==> src/rtl/gb_cpu_interrupt_dispatch.sv <==
// Purpose : sequences the 5-M-cycle Game Boy interrupt dispatch (undo prefetch, SP-1, push PCh, push PCl, PC <- vector).
// Latency : starts one cycle after an enabled interrupt is seen at an instruction boundary; busy for exactly 5 cycles.
// Backpressure: none accepted; busy stalls the decoder while the sequence owns the IDU/vector controls and bus writes.
//
// Ports:
//   clk, reset (async, active-low)
//   ie, if_flags, ime, instr_boundary, halted : interrupt state and decoder context
//   pc, sp                                    : live register-file values (sp already decremented between pushes)
//   busy, pc_dec, sp_dec                      : decoder stall and IDU requests
//   mem_wr, mem_addr, mem_wdata               : push write port (address/data zero when not writing)
//   write_interrupt_vector, interrupt_vector  : PC <- {00, vector} in M5; vector register is visible at all times
//   if_clear, ime_clear, halt_wake            : IF acknowledge, IME clear, HALT exit
module gb_cpu_interrupt_dispatch #(
    parameter logic [7:0] VECTOR_BASE   = 8'h40,
    parameter logic [7:0] VECTOR_STRIDE = 8'h08,
    parameter bit         LATE_CANCEL   = 1'b1
) (
    input  logic        clk,
    input  logic        reset,
    input  logic [4:0]  ie,
    input  logic [4:0]  if_flags,
    input  logic        ime,
    input  logic        instr_boundary,
    input  logic        halted,
    input  logic [15:0] pc,
    input  logic [15:0] sp,
    output logic        busy,
    output logic        pc_dec,
    output logic        sp_dec,
    output logic        mem_wr,
    output logic [15:0] mem_addr,
    output logic [7:0]  mem_wdata,
    output logic        write_interrupt_vector,
    output logic [7:0]  interrupt_vector,
    output logic [4:0]  if_clear,
    output logic        ime_clear,
    output logic        halt_wake
);

    typedef enum logic [2:0] {
        S_IDLE = 3'd0,
        S_M1   = 3'd1,
        S_M2   = 3'd2,
        S_M3   = 3'd3,
        S_M4   = 3'd4,
        S_M5   = 3'd5
    } state_t;

    state_t      state, state_nxt;
    logic [4:0]  pending;
    logic        any_pending;
    logic [7:0]  sel_vec;
    logic [4:0]  sel_mask;
    logic [7:0]  vec_q;
    logic [4:0]  mask_q;

    assign pending     = ie & if_flags;
    assign any_pending = |pending;

    // HALT exit does not depend on IME.
    assign halt_wake = halted & any_pending;

    // Fixed priority: scan from the top so the lowest set bit is assigned last and wins.
    // Nothing pending leaves vector 00 and an empty mask, which is the cancel outcome.
    always_comb begin
        sel_vec  = 8'h00;
        sel_mask = 5'b00000;
        for (int i = 4; i >= 0; i--) begin
            if (pending[i]) begin
                sel_vec     = VECTOR_BASE + VECTOR_STRIDE * 8'(i);
                sel_mask    = 5'b00000;
                sel_mask[i] = 1'b1;
            end
        end
    end

    always_ff @(posedge clk or negedge reset) begin
        if (!reset) begin
            state  <= S_IDLE;
            vec_q  <= 8'h00;
            mask_q <= 5'b00000;
        end else begin
            state <= state_nxt;
            // Early selection captures vector and mask together at M1; late selection
            // samples at M4 so the PC_hi push can still cancel the interrupt.
            if (!LATE_CANCEL && state == S_M1) begin
                vec_q  <= sel_vec;
                mask_q <= sel_mask;
            end
            if (LATE_CANCEL && state == S_M4) begin
                vec_q <= sel_vec;
            end
        end
    end

    always_comb begin
        state_nxt              = state;
        busy                   = 1'b0;
        pc_dec                 = 1'b0;
        sp_dec                 = 1'b0;
        mem_wr                 = 1'b0;
        mem_addr               = 16'h0000;
        mem_wdata              = 8'h00;
        write_interrupt_vector = 1'b0;
        if_clear               = 5'b00000;
        ime_clear              = 1'b0;
        case (state)
            S_IDLE: begin
                if (ime && any_pending && instr_boundary && !halted) begin
                    state_nxt = S_M1;
                end
            end
            S_M1: begin
                busy      = 1'b1;
                pc_dec    = 1'b1;
                ime_clear = 1'b1;
                state_nxt = S_M2;
            end
            S_M2: begin
                busy      = 1'b1;
                sp_dec    = 1'b1;
                state_nxt = S_M3;
            end
            S_M3: begin
                busy      = 1'b1;
                mem_wr    = 1'b1;
                mem_addr  = sp;
                mem_wdata = pc[15:8];
                sp_dec    = 1'b1;
                state_nxt = S_M4;
            end
            S_M4: begin
                busy      = 1'b1;
                mem_wr    = 1'b1;
                mem_addr  = sp;
                mem_wdata = pc[7:0];
                if_clear  = LATE_CANCEL ? sel_mask : mask_q;
                state_nxt = S_M5;
            end
            S_M5: begin
                busy                   = 1'b1;
                write_interrupt_vector = 1'b1;
                // Always pass through IDLE so back-to-back dispatches have a gap.
                state_nxt              = S_IDLE;
            end
            default: begin
                state_nxt = S_IDLE;
            end
        endcase
    end

    assign interrupt_vector = vec_q;

endmodule
==> config.mk <==
export PLATFORM = sky130hd
export DESIGN_NAME = gb_cpu_interrupt_dispatch
export DESIGN_NICKNAME = d
export VERILOG_FILES = /design/src/rtl/gb_cpu_interrupt_dispatch.sv
export SDC_FILE = /design/constraint.sdc
export NUM_CORES = 1
export LEC_CHECK = 0
export CAP_MARGIN = 20
export CORE_MARGIN = 8
export CORE_UTILIZATION = 27
export DETAILED_ROUTE_END_ITERATION = 16
export GPL_TIMING_DRIVEN = 0
export PLACE_DENSITY = 0.86
export SLEW_MARGIN = 0
export SYNTH_ARGS = -nofsm -noshare
export SYNTH_HDL_FRONTEND = slang
export SYNTH_SLANG_ARGS = --single-unit
export TNS_END_PERCENT = 10
==> constraint.sdc <==
create_clock -name clk -period 3.2 [get_ports clk]
set_clock_uncertainty 0.2 [all_clocks]
set_input_delay 0.64 -clock clk [delete_from_list [all_inputs] [get_ports clk]]
set_output_delay 0.64 -clock clk [all_outputs]
set_load 0.02 [all_outputs]
### Yosys cells after proc, flatten, opt, wreduce, memory -nomap -nowiden

Cells that the tools add are included.

* mux-type cells: 20
* shift-type cells: 0
* divide/modulo/power cells: 0
* reductions and logical operators: 9
* multiply operators: 0
* bitwise logic cells: 2
* eq/ne operators: 6
* $lt $le $gt $ge: 0
* add/sub/neg operators: 0

Operators with widths (number)
* $mux W5: 6
* $mux W8: 3
* $mux W16: 1
* $pmux W8 S2: 1
* $pmux W3 S5: 1
* $mux W7: 2
* $reduce_or A5 Y1: 2
* $eq A3 B2 Y1 const B: 2
* $eq A3 B3 Y1 const B: 2
* $and A5 B5 Y5: 1
* $mux W1: 5
* $reduce_or A2 Y1: 2
* $eq A3 B1 Y1 const B: 1
* $logic_and A1 B1 Y1: 3
* $logic_not A3 Y1: 1
* $mux W3: 1
* $ne A2 B2 Y1 const B: 1
* $and A1 B1 Y1: 1
* $logic_not A1 Y1: 1

* memories: 0
* input port bits: 47
* RAM bits: 0
* flip-flop bits (word level): 11
* logic and storage cells: 39
* memory bits (read-only): 0
* latch bits: 0

### Longest topological paths before layout

Gate-level depths: netlist (run 1).

* depth in word-level cells: 7
* depth in mapped cells: 6

### Worst setup path after synthesis (run 1)

Ideal clock, no wire load.

* path type: register to output
* start: register state[0]
* end: output if_clear[4]
* setup slack: 0.854 ns
* data required time: 2.360 ns
* data arrival time: 1.506 ns
* stages on the path, launching flop included: 5
* cell sequence: dfrtp_1 buf_6 or3b_1 buf_6 nor3_1

* longest elaborated chain between the ends: 2

Ends and longest elaborated chain
* start, declared: line 49 `state_t state, state_nxt;`
* start signal, assigned: line 83 `state <= state_nxt;`
* $eq A3 B3 Y1: line 107 `case (state)`
* $mux W5: line 107
* end, declared: line 35 `output logic [4:0] if_clear,`

Every way passes these cells.

### Worst setup path after layout (run 1)

* start: input ie[1]
* end: output if_clear[3]

* longest elaborated chain between the ends: 4

Ends and longest elaborated chain
* start, declared: line 20 `input logic [4:0] ie,`
* $and A5 B5 Y5: line 57 `assign pending = ie & if_flags;`
* $mux W5 (2 in series): line 69 `if (pending[i]) begin`
* $mux W5: line 107

Every way passes these cells.

==> flow_summary.ini, run 1 <==
[synthesis]
synth-main-ff-cell = dfrtp_1
synth_commonest_cells = 17 x and2_1, 10 x nand2_1, 8 x a22o_1
yosysMostFrequentCell = and2_1
syn_area_um2 = 692
ys_seq_elements = 7
netlist_instances = 86
synth.distinct_cells = 25
yosys_warnings = 0
synthDominantCellAreaShare = 0.253
synthTopCellsByArea = dfrtp_1 25%, and2_1 15%, a22o_1 10%, buf_4 6.5%, nand2_1 5.4%
async_reset_ff_frac = 1.00
ys_seq_area_frac = 0.253
syn_avg_cell_area_um2 = 8.05
synth-edff-count = 0
post-synth-top-area-cell = dfrtp_1

[setup_path]
arrival_ns = 2.24
worstReg2RegStart = state[1]
critPathKind = input pin to output port
start_kind = input pin
crit_start = ie[1]
cp-end-kind = output port
path_max_fanout = 3
cp_data_required_time_ns = 2.36

[clock_tree]
cts_tree = yes
clk_pin_slew_ns = 0.05
cts_setup_buffers = 0
cts_buffers = 3
cts_sinks = 7
cts-root-buf = clkbuf_4
worstSkewPairLatency_ns = 0.24
clockBufferDepth = 2
ctsHtreeMaxLevel = 1

[routing]
drt_iter0_drc = 20
wl_per_cell_um = 15.4
wl_um = 3230
dr.pass1.iters = 4
drcViolationCount = 0
vias_per_cell = 4.53
vias = 947
postRouteAntennaNets = 0

[power_and_ir_drop]
vdd_drop_max_v = 0.000488
power.leakage_nw = 0.722
cellPowerDensity_mw_per_mm2 = 726

[global_routing]
antenna_found_initial = 0
grt_pass1_wl_um = 4800
overflow = 0
grt_start_max_net_pins = 11
grt_pass1_vias = 985
track_usage = 0.139

[place]
dp_cells = 205
place.gp.congestion = 0.767
io_buffers = 86
place_ws_ns = -0.00547
hpwl_um = 2900

[min_path]
hold_path.class = flop to flop
hold_path.startpoint = interrupt_vector[5]

[cells_and_area]
finalNonFillerCells = 209
n_antenna_cell = 0
syn_to_final_growth_pct = 136
drive_gt1_frac = 0.0894
nNetsFinal = 227
fillCellCount = 212

[run_status]
status = completed

[timing]
drv_slew = 0
setup_viol = 0
max_freq_mhz = 324
fin_ws_ns = 0.117
whs_ns = 0.280
period_share = 0.963
fin_crit_ns = 3.08
final_hold_viol_count = 0
rsz0062_at_grt = no

[die]
fp-row-count = 18
start_util = 0.282
core_area_mm2 = 0.00245
die_w_um = 66.6
die_area_mm2 = 0.00444
die_h_um = 66.6
num_io_pins = 91

[flow_run]
max_cap_viol_count = 0
metrics by stage:
step                       TNS, ns  utilization  cell area [um2]  total power, W
after floorplan                  0            -              703        0.000682
after global placement           0        0.652             1600         0.00110
after detailed placement  -0.00547        0.652             1600         0.00112
after CTS                        0        0.663             1630         0.00121
after global routing             0        0.666             1630         0.00127
final                            0        0.666             1630         0.00119
sequential cells by signal (all words and copies together) (netlist names):
signal,count
state,3
interrupt_vector,4
power by group:
group / switching (W) / total [W] / leakage (nW) / internal (W)
registers: 0.0000197 / 0.000150 / 0.0874 / 0.000130
clock network: 0.0000319 / 0.0000795 / 0.0150 / 0.0000475
logic: 0.000468 / 0.000957 / 0.620 / 0.000490
total: 0.000519 / 0.00119 / 0.722 / 0.000667
cell families (layout without fill, tap and decap cells):
logic type,Yosys count,count (layout),synth area share
other cells,1,4,0.00542
simple gates,45,45,0.378
flops,7,7,0.253
compound gates,20,20,0.215
buf+inv,12,102,0.136
xor+xnor,1,1,0.0127
repair_timing:
item / in CTS / in global routing
gates resized for setup: 1 / 3
hold buffers: 0 / 0
setup endpoints to repair: 1 / 3
final cells by class:
type                    count  area [um2]  area share
repair buffers             86         867       0.531
multi-input cells          70         434       0.266
flip-flops and latches      7         175       0.107
plain buffers              12        93.8      0.0574
well taps                  30        37.5      0.0230
clock buffers               4        26.3      0.0161
per-layer routing:
layer  vias to the layer above  GRT usage  wire length, um
li1                        476          -                -
met1                       415      0.138             1240
met2                        56      0.259             1650
met3                         0     0.0570              343
met4                         0     0.0320                0
met5                         -          0                0
cells in the final DEF (no fill, tap or decap), drive strengths merged:
| cell type | instances |
|---|---|
| clkbuf | 4 |
| nor2 | 5 |
| nor2b | 1 |
| dlymetal6s2s | 3 |
| and2 | 17 |
| dfrtp | 7 |
| and3b | 3 |
| xnor2 | 1 |
| a21boi | 1 |
| nor3 | 2 |
| nor3b | 3 |
| o21ai | 2 |
| a32oi | 1 |
| nand3 | 1 |
| conb | 4 |
| a21oi | 2 |
| a22o | 8 |
| nand2b | 2 |
| a31oi | 2 |
| dlygate4sd2 | 1 |
| or3b | 1 |
| o31ai | 2 |
| nand2 | 10 |
| buf | 12 |
| a22oi | 2 |
| clkdlybuf4s50 | 82 |
worst max-delay path: stages:
cell and delay (ns):
clkdlybuf4s50_1 0.46, a22oi_1 0.27, nand2_1 0.11, nor2_1 0.12, clkdlybuf4s50_1 0.63
path summary, 6_finish.rpt:
path | slack, ns | cells after the start | endpoint
worst max-delay path | 0.12 | 5 | if_clear[3]
worst min-delay path | 0.28 | 2 | interrupt_vector[5]
worst max register to register | 1.56 | 5 | interrupt_vector[6]
worst min register to register | 0.28 | 2 | interrupt_vector[5]
max in group asynchronous | 2.09 | 1 | state[2]
min in group asynchronous | 0.46 | 1 | interrupt_vector[4]
No activity file was read; power rests on OpenSTA's default activity.
==> inputs of run 2 (changes only) <==
--- a/config.mk
+++ b/config.mk
@@ -9,7 +9,7 @@
 export CORE_MARGIN = 8
 export CORE_UTILIZATION = 27
 export DETAILED_ROUTE_END_ITERATION = 16
-export GPL_TIMING_DRIVEN = 0
+export GPL_TIMING_DRIVEN = 1
 export PLACE_DENSITY = 0.86
 export SLEW_MARGIN = 0
 export SYNTH_ARGS = -nofsm -noshare
==> run 2 against run 1 <==
  * Sequential power grew 23%
  * Sequential share of layout area grew 0.59 points
  * Final area shrank 5.2%
  * Combinational power shrank 9.9%
  * Count of clock-buffer cells in the layout is the same
  * Maximum frequency grew 1.6%
  * Register-to-register slack gained 0.02 ns
  * Utilization shrank 3.5 points
  * Largest cell class unchanged
==> flow_summary.ini, run 2 (same netlist as run 1, synthesis figures left out) <==
[place]
place.gp.congestion = 0.799
hpwl_um = 2830
io_buffers = 86
place_ws_ns = 0.0188

[timing]
drv_slew = 0
final_hold_viol_count = 0
setup_viol = 0
rsz0062_at_grt = no
fin_crit_ns = 3.04
period_share = 0.949
max_freq_mhz = 329
timing.setup.tns_ns = 0
fin_ws_ns = 0.165

[clock_tree]
cts_setup_buffers = 0
worstSkewPairLatency_ns = 0.25
cts_resized = 0
ctsHtreeMaxLevel = 1
cts_tree = yes
cts_hold_buf = 0
cts_sinks = 7
cts-root-buf = clkbuf_4
clk_pin_slew_ns = 0.05
cts_buffers = 3
clockBufferDepth = 2

[setup_path]
crit_chain = and3b_1 > nand2b_4 > and2_1 > clkdlybuf4s50_1
rr_worst_depth = 4
cp-end-kind = output port
path_max_fanout = 17
arrival_ns = 2.20
cp_top_family = simple AND/OR/NAND/NOR gates
worstReg2RegStart = state[2]
crit_slowest_cell = clkdlybuf4s50_1
start_kind = flop
max_stage_delay_ns = 0.62
reg2reg_slack_ns = 1.58
cp_num_buf_inv = 1
critPathKind = flop to output port
cp_data_required_time_ns = 2.36
timing.rr.end = interrupt_vector[4]

[die]
die_area_mm2 = 0.00444
die_w_um = 66.6
die_h_um = 66.6
fp-row-count = 18
core_area_mm2 = 0.00245
start_util = 0.282
num_io_pins = 91

[run_status]
status = completed

[cells_and_area]
nNetsFinal = 216
final_cell_mix = 84 x clkdlybuf4s50_1, 17 x and2_1, 10 x nand2_1
largest_reg_flops = 4
final_common_cell = clkdlybuf4s50_1
drive_gt1_frac = 0.0357
n_antenna_cell = 0
fillCellCount = 213
syn_to_final_growth_pct = 124

[global_routing]
antenna_found_initial = 0
track_usage = 0.134
grt_pass1_wl_um = 4640
overflow = 0
grt_start_max_net_pins = 18
grt_pass1_vias = 944

[power_and_ir_drop]
power_w = 0.00113
power.leakage_nw = 0.643
p_comb_frac = 0.765
cellPowerDensity_mw_per_mm2 = 727
p_sw_frac = 0.452
p_sw_w = 0.000509
internal-power_w = 0.000618
pwr-share-clk = 0.071
vdd_drop_max_v = 0.000475
p_seq_frac = 0.164

[flow_run]
max_cap_viol_count = 0

[routing]
postRouteAntennaNets = 0
drt_iter0_drc = 34
drcViolationCount = 0
vias = 936
wl_um = 3170
dr.pass1.iters = 4
wl_per_cell_um = 16.0
vias_per_cell = 4.73

[min_path]
hold_path.startpoint = interrupt_vector[5]
min_path_cells = 2
hold_path.class = flop to flop
hold_end = interrupt_vector[5]
## run 2: changes by cell type in the layout (fill, tap and decap cells not counted), sizes merged
cell / previous run / this run
dlygate4sd2: 1 / 0
buf: 12 / 1
dlymetal6s2s: 3 / 2
clkdlybuf4s50: 82 / 84
## run 2: per-layer routing
metal | vias to the layer above | share of wire | global-route usage
met2 | 56 | 0.50 | 0.244
met5 | - | 0 | 0
met1 | 423 | 0.38 | 0.135
met4 | 0 | 0.0098 | 0.0427
met3 | 2 | 0.11 | 0.0554
li1 | 455 | - | -
## run 2: layout make-up
| type | instances | area [um2] | share of cell area |
|---|---|---|---|
| Timing Repair Buffer | 87 | 873 | 0.564 |
| Clock buffer | 4 | 26.3 | 0.0170 |
| Tap cell | 30 | 37.5 | 0.0242 |
| Sequential cell | 7 | 175 | 0.113 |
| Multi-Input combinational cell | 70 | 437 | 0.282 |
## run 2: power by group through the flow
stage | logic [W] | registers (W) | clock network (W)
global placement | 0.000854 | 0.000182 | 0
global route | 0.000924 | 0.000194 | 0.0000938
detailed placement | 0.000870 | 0.000183 | 0
floorplan | 0.000507 | 0.000175 | 0
finish | 0.000862 | 0.000185 | 0.0000795
CTS | 0.000872 | 0.000183 | 0.0000844
## run 2: metrics by stage
stage / area [um2] / hold slack, ns / std cells / utilization
2_1_floorplan: 703 / 0.144 / 89 / -
6_report: 1550 / 0.292 / 198 / 0.631
5_1_grt: 1550 / 0.321 / 198 / 0.631
4_1_cts: 1540 / 0.290 / 198 / 0.628
3_3_place_gp: 1520 / 0.281 / 194 / 0.617
3_5_place_dp: 1520 / 0.279 / 194 / 0.617
## run 2: worst max path at each step
stage,from,end,cells past startpoint
after floorplan,state[0],if_clear[4],4
after global placement,ie[1],if_clear[4],5
after detailed placement,if_flags[3],if_clear[4],5
after CTS,if_flags[3],if_clear[4],5
after global routing,state[1],mem_addr[4],4
final,state[1],mem_addr[14],4
## run 2: worst min-delay path: cells and delay by family, from the launching register on
family          cells  cell delay, ns
compound gates      1            0.06
simple gates        1            0.05
flops               1            0.34
